==> src/rtl/codec_conditioner.sv <==
// ---------------------------------------------------------------------------
// codec_conditioner: buffers reader samples in a FIFO, one attenuated sample
// per codec frame strobe.                                  Revision: 1.0
// ---------------------------------------------------------------------------
`default_nettype none

module codec_conditioner #(
  parameter int DEPTH = 4,
  parameter int WIDTH = 16
) (
  input  logic             clk,
  input  logic             reset,
  input  logic [WIDTH-1:0] sample_in,
  input  logic             sample_ready,
  output logic             generate_next,
  input  logic             new_frame,
  input  logic [2:0]       atten,
  output logic [WIDTH-1:0] sample_out,
  output logic             frame_valid,
  output logic             underflow,
  output logic             overflow
);

  localparam int c_aw = $clog2(DEPTH);
  localparam int c_cw = c_aw + 1;
  localparam logic [c_cw-1:0] c_full = c_cw'(DEPTH);

  logic [WIDTH-1:0] r_mem [DEPTH];
  logic [c_aw-1:0]  r_rd_ptr;
  logic [c_aw-1:0]  r_wr_ptr;
  logic [c_cw-1:0]  r_count;
  logic             r_outstanding;
  logic             r_gen;
  logic [WIDTH-1:0] r_sample_out;
  logic             r_frame_valid;
  logic             r_underflow;
  logic             r_overflow;

  logic                    w_pop;
  logic                    w_push;
  logic                    w_req;
  logic [c_cw-1:0]         w_count_next;
  logic signed [WIDTH-1:0] w_head;
  logic signed [WIDTH-1:0] w_shifted;

  // A pop at full frees a slot in the same cycle, so a simultaneous push is kept.
  always_comb begin
    w_pop        = new_frame && (r_count != '0);
    w_push       = sample_ready && ((r_count != c_full) || w_pop);
    w_count_next = r_count + c_cw'(w_push) - c_cw'(w_pop);
    w_req        = !r_outstanding && (w_count_next < c_full);
    w_head       = $signed(r_mem[r_rd_ptr]);
    w_shifted    = w_head >>> atten;
  end

  always_ff @(posedge clk) begin
    if (reset) begin
      r_rd_ptr      <= '0;
      r_wr_ptr      <= '0;
      r_count       <= '0;
      r_outstanding <= 1'b0;
      r_gen         <= 1'b0;
      r_sample_out  <= '0;
      r_frame_valid <= 1'b0;
      r_underflow   <= 1'b0;
      r_overflow    <= 1'b0;
    end else begin
      r_count       <= w_count_next;
      r_gen         <= w_req;
      r_frame_valid <= w_pop;
      // A new request wins over a same-cycle (unsolicited) reply clearing the flag.
      if (w_req) begin
        r_outstanding <= 1'b1;
      end else if (sample_ready) begin
        r_outstanding <= 1'b0;
      end
      if (w_push) begin
        r_mem[r_wr_ptr] <= sample_in;
        r_wr_ptr        <= r_wr_ptr + c_aw'(1);
      end
      if (w_pop) begin
        r_sample_out <= w_shifted;
        r_rd_ptr     <= r_rd_ptr + c_aw'(1);
      end
      if (new_frame && !w_pop) begin
        r_underflow <= 1'b1;
      end
      if (sample_ready && !w_push) begin
        r_overflow <= 1'b1;
      end
    end
  end

  assign generate_next = r_gen;
  assign sample_out    = r_sample_out;
  assign frame_valid   = r_frame_valid;
  assign underflow     = r_underflow;
  assign overflow      = r_overflow;

endmodule

`default_nettype wire

==> config.mk <==
export PLATFORM = sky130hd
export DESIGN_NAME = codec_conditioner
export DESIGN_NICKNAME = d
export VERILOG_FILES = /design/src/rtl/codec_conditioner.sv
export SDC_FILE = /design/constraint.sdc
export NUM_CORES = 1
export LEC_CHECK = 0
export ABC_AREA = 1
export ABC_CLOCK_PERIOD_IN_PS = 2700
export CELL_PAD_IN_SITES_DETAIL_PLACEMENT = 0
export CELL_PAD_IN_SITES_GLOBAL_PLACEMENT = 2
export CORE_MARGIN = 2
export CORE_UTILIZATION = 32
export DETAILED_ROUTE_END_ITERATION = 10
export GPL_TIMING_DRIVEN = 0
export PLACE_DENSITY = 0.74
export SETUP_SLACK_MARGIN = 0.5
export SLEW_MARGIN = 20
export SYNTH_ARGS = -nofsm -noshare
export SYNTH_HDL_FRONTEND = slang
export SYNTH_SLANG_ARGS = --single-unit
==> constraint.sdc <==
create_clock -name clk -period 2.7 [get_ports clk]
set_clock_uncertainty 0.2 [all_clocks]
set_input_delay 0.54 -clock clk [delete_from_list [all_inputs] [get_ports clk]]
set_output_delay 0.54 -clock clk [all_outputs]
set_load 0.05 [all_outputs]
* Word-level counts from Yosys, hierarchy flattened
Memories as Yosys holds them, arrays and structs flattened. A register that Yosys moved wholly into a read port is not among the register bits.
Cells that the tools add are included.
** Operators by class
- Add/subtract/negate cells :: 4
- Order comparisons :: 1
- Equal/unequal tests :: 1
- Shift operators :: 1
- Muxes and demuxes :: 7
- Reduce and logical (&&, ||, !) cells :: 11
** Operators by type and width (number)
- >>> shifter 16 x 3 -> 16 bit :: 1
- logical AND 1 bit :: 5
- two-way mux 1 bit :: 5
- adder 2 x 1 -> 2 bit, second input constant :: 2
- two-way mux 2 bit :: 2
- adder 3 x 1 -> 3 bit :: 1
- zero test 1 bit :: 3
- < comparator 3 bit, second input constant :: 1
- != test 3 bit, second input constant :: 1
- nonzero test 3 bit :: 1
- subtractor 3 x 1 -> 3 bit :: 1
- nonzero test 2 bit :: 1
- logical OR 1 bit :: 1
** Word-level totals
- Register bits after elaboration :: 28
- Memory bits (writable) :: 64
- Bits of input ports :: 23
- Output and inout port bits :: 20
- Word-level logic and storage cells :: 35
- Memories :: 1
** Memory list
- r_mem :: words 4, bits a word 16, rd ports 1, clocked after memory_dff 1, write ports 1, line 28 : logic [WIDTH-1:0] r_mem [DEPTH];

* Depth between registers and ports, before layout
- Depth after elaboration :: 9
- Mapped depth :: 14
- Depth with buffers taken out :: 13

* Worst setup path after synthesis
No wires, ideal clock.
- Kind :: input to register
- Start :: input port new_frame
- End :: register r_outstanding
- Library setup time :: 70 ps
- Arrival time :: 2328 ps
- Required time :: 2430 ps
- Path slack :: 102 ps
- Cell stages on the path :: 12
- Path buffers :: 0
- Path through :: inv_1 a31oi_1 inv_1 ha_1 inv_1 ha_1 inv_1 fa_1 xnor2_1 xor2_1 nand2_1 a21oi_1
** Between the ends
- Cells in the longest elaborated chain, start to end :: 8
- Elaborated cells between the ends (all ways) :: 9
- Those cells by class :: 2 x add/sub; 1 x order compare; 1 x mux; 5 x reduce/logical
** Ends and longest elaborated chain
- from (decl) :: line 16 : input logic new_frame,
- logical AND 1 bit (*) :: line 48 : w_pop = new_frame && (r_count != '0);
- logical OR 1 bit :: line 49 : w_push = sample_ready && ((r_count != c_full) || w_pop);
- logical AND 1 bit :: line 49
- adder 3 x 1 -> 3 bit :: line 50 : w_count_next = r_count + c_cw'(w_push) - c_cw'(w_pop);
- subtractor 3 x 1 -> 3 bit (*) :: line 50
- < comparator 3 bit (*) :: line 51 : w_req = !r_outstanding && (w_count_next < c_full);
- logical AND 1 bit (*) :: line 51
- two-way mux 1 bit or nonzero test 2 bit (tied branches)
- to (signal assigned) :: line 61 : r_outstanding <= 1'b0;
- to (signal assigned) :: line 73 : r_outstanding <= 1'b1;
- to (signal assigned) :: line 75 : r_outstanding <= 1'b0;
- to (decl) :: line 32 : logic r_outstanding;
Every way passes the cells marked *; elsewhere a longest branch is shown, timed or not.
A chain may end at the register's enable or synchronous reset.

* Final worst setup path
- Start :: register r_count[1]
- End :: register r_outstanding
** Between the ends
- Cells in the longest elaborated chain, start to end :: 9
- Elaborated cells between the ends (all ways) :: 11
- Those cells by class :: 2 x add/sub; 1 x order compare; 1 x eq/ne; 1 x mux; 6 x reduce/logical
** Ends and longest elaborated chain
- from (decl) :: line 31 : logic [c_cw-1:0] r_count;
- from (signal assigned) :: line 68 : r_count <= w_count_next;
- nonzero test 3 bit (*) :: line 48
- logical AND 1 bit (*) :: line 48
- via w_pop :: line 39 : logic w_pop;
- logical OR 1 bit :: line 49
- logical AND 1 bit :: line 49
- adder 3 x 1 -> 3 bit :: line 50
- subtractor 3 x 1 -> 3 bit (*) :: line 50
- < comparator 3 bit (*) :: line 51
- logical AND 1 bit (*) :: line 51
- two-way mux 1 bit or nonzero test 2 bit (tied branches)
Mark *: on every way through the listed nets, which the timed path passes. The rest lies on a longest branch.

==> out/results.tsv <==
metric	value	unit
CTS tree	yes	
Syn Std Cell Area	4173	sq um
CTS clk-pin slew, worst paths	0.06	ns
Final ANT Viol Nets	0	
worst-path fanout max	2	
Port Buffers	39	
worst slew pin tran	0.4995	ns
Final setup viols	0	
Overflow after GRT	0	
yosys warns	0	
Power Dens Cells	859.1	nW/um^2
Total Wirelength	10370	um
Util after Layout	0.4212	
most common cell after layout, fill and taps aside	nand2_1	
Multi-input gate area	1440	sq um
Initial Utilization	0.3293	
post-synthesis sequential area ratio	0.6045	
first-pass GRT wire length	16190	um
worst hold path type	reg2reg	
synthesized area per cell	9.659	sq um
Hold WS	0.2441	ns
Max-slew headroom	0.6665	
cell count after synthesis	432	
CP Capture Type	flop	
1st-iter DRT viols	153	
Post-Place Setup Slack	-0.3810	ns
Power Total	4585	uW
CTS HTree Levels	3	
Area Overhead vs Synth	27.89	%
Final Hold Fails	0	
RSZ-0062 raised after global routing	true	
peak supply drop	327.1	uV
MaxCap Viol Count	0	
number of fillers in the final layout	1251	
Die Y	118.2	um
drt pass-1 iters	4	
Wirelength per Cell	15.27	um
WP data arrival	2.43	ns
Final Critical Period	2.345	ns
All-Layer GR Usage	0.1543	
initial antenna violation count	1	
FF-to-FF Start	r_count[1]$_SDFF_PP0_	
Worst Setup Start Kind	flop	
commonest non-fill, non-tap cells in the layout	112 x nand2_1, 101 x nand3_1, 64 x edfxtp_1, 28 x inv_1, 27 x dfxtp_1	
diode count	0	
kind of critical path	reg2reg	
WP data required	2.78	ns
Syn Nets	462	
min setup slack post-route	0.3553	ns
clock sinks	94	
vias in the first global route	3021	
Num CTS Buffers	9	
hold path start	overflow$_SDFFE_PP0P_	
flops & latches, synth	94	
die extent in x	118.2	um
RD Place Congestion	0.8646	
Slew Limit Fails	0	
Pleak	0.002234	uW
TNS Setup	0	ns
Post-CTS Hold Buffers	0	
largest net degree at the start of global routing	17	
Reg area	2531	sq um
clk root buf	clkbuf_16	
worst-skew pair later-pin latency	0.35	ns
status	finished clean	
die area	13970	sq um
total number of vias	3150	
DRC errors left	0	
drt via density	4.639	
crit path from	r_count[1]$_SDFF_PP0_	
f_max	0.4265	GHz
share of cells above drive strength 1	0.1637	
Site Rows	41	
Final HPWL DP	7632	um
Distinct cells, synth	30	
I/O pins	43	
deepest clock path buffer count	2	
fin crit share	0.8684	
fin nets	532	
Core Region	12670	sq um
==> worst paths after layout <==
path                                              endpoint  slack (ns)  cells after the start
worst max-delay path            r_outstanding$_SDFFE_PP0P_        0.36                     14
worst min-delay path                 overflow$_SDFFE_PP0P_        0.24                      2
worst max register to register  r_outstanding$_SDFFE_PP0P_        0.36                     14
worst min register to register       overflow$_SDFFE_PP0P_        0.24                      2
==> stage by stage <==
step	instances	cell area [sq um]
after global routing	679	5336
after detailed placement	646	4911
after CTS	677	5318
after floorplan	432	4249
final	679	5336
after global placement	643	4855
==> cell type report <==
type,instances,area share
flip-flops and latches,94,0.4743
multi-input cells,281,0.2699
repair buffers,59,0.1032
clock buffers,12,0.04431
well taps,172,0.04033
plain buffers,21,0.03142
inverters,36,0.02767
clock inverters,4,0.008910
==> power breakdown <==
| group | leakage [uW] | switching [uW] | total, uW | internal (uW) |
|---|---|---|---|---|
| Clock | 0.000138 | 509 | 1220 | 715 |
| Combinational | 0.00127 | 1020 | 1580 | 555 |
| Sequential | 0.000829 | 80.0 | 1780 | 1700 |
==> flip-flops by register name (all words and copies together) (netlist names), named ones only <==
register       count
overflow           1
generate_next      1
sample_out        16
r_wr_ptr           2
frame_valid        1
r_count            3
r_mem             64
underflow          1
r_outstanding      1
r_rd_ptr           2
==> critical path, cell delays in order (launching register included) <==
cell	delay, ns
dfxtp_4	0.35
nor2_4	0.12
nand2_2	0.08
nand2_4	0.09
inv_4	0.03
buf_6	0.11
ha_4	0.22
inv_2	0.06
ha_4	0.11
inv_2	0.03
fa_2	0.35
xnor2_2	0.14
xor2_1	0.19
nand2_1	0.09
a21oi_1	0.11
==> cells in the mapped netlist, drive strengths merged <==
master  number  area share
a31oi        1      0.0015
o21ai       11       0.013
nand4        2      0.0030
nor3         1      0.0024
o21a         1      0.0018
dfxtp       30        0.14
fa           1      0.0048
xor2         1      0.0021
nor2        19       0.018
nand2      116        0.11
nand3      104        0.13
buf         20       0.037
a21oi       16       0.019
ha           6       0.018
xnor2        1      0.0021
clkbuf       1     0.00090
inv         36       0.035
and2         1      0.0015
edfxtp      64        0.46
==> what timing repair did <==
action | in CTS | in global routing
resized for setup | 30 | 2
hold endpoints to repair | 0 | 0
endpoints found under the setup margin | 85 | 45
pin swaps | 12 | 0
buffers inserted | 15 | 2
==> cell families (layout without fill, tap and decap cells) <==
kind of cell / after synthesis / count (layout) / share of synthesized area
XOR/XNOR: 2 / 2 / 0.004199
buffers and inverters: 57 / 132 / 0.07316
AO/OA/AOI/OAI: 29 / 29 / 0.03568
flip-flops: 94 / 94 / 0.6045
AND/OR/NAND/NOR: 243 / 243 / 0.2597
adder cells (fa/ha/maj): 7 / 7 / 0.02279
==> per-layer routing <==
| metal | part of all wire | GRT usage | vias to the layer above | wire length, um |
|---|---|---|---|---|
| met1 | 0.48 | 0.1993 | 1479 | 4985 |
| met3 | 0.038 | 0.04247 | 14 | 392 |
| met2 | 0.47 | 0.2496 | 51 | 4831 |
| li1 | - | - | 1604 | - |
| met5 | 0.0013 | 0 | - | 13 |
| met4 | 0.014 | 0.05196 | 2 | 146 |
(Power assumes the default switching activity.)
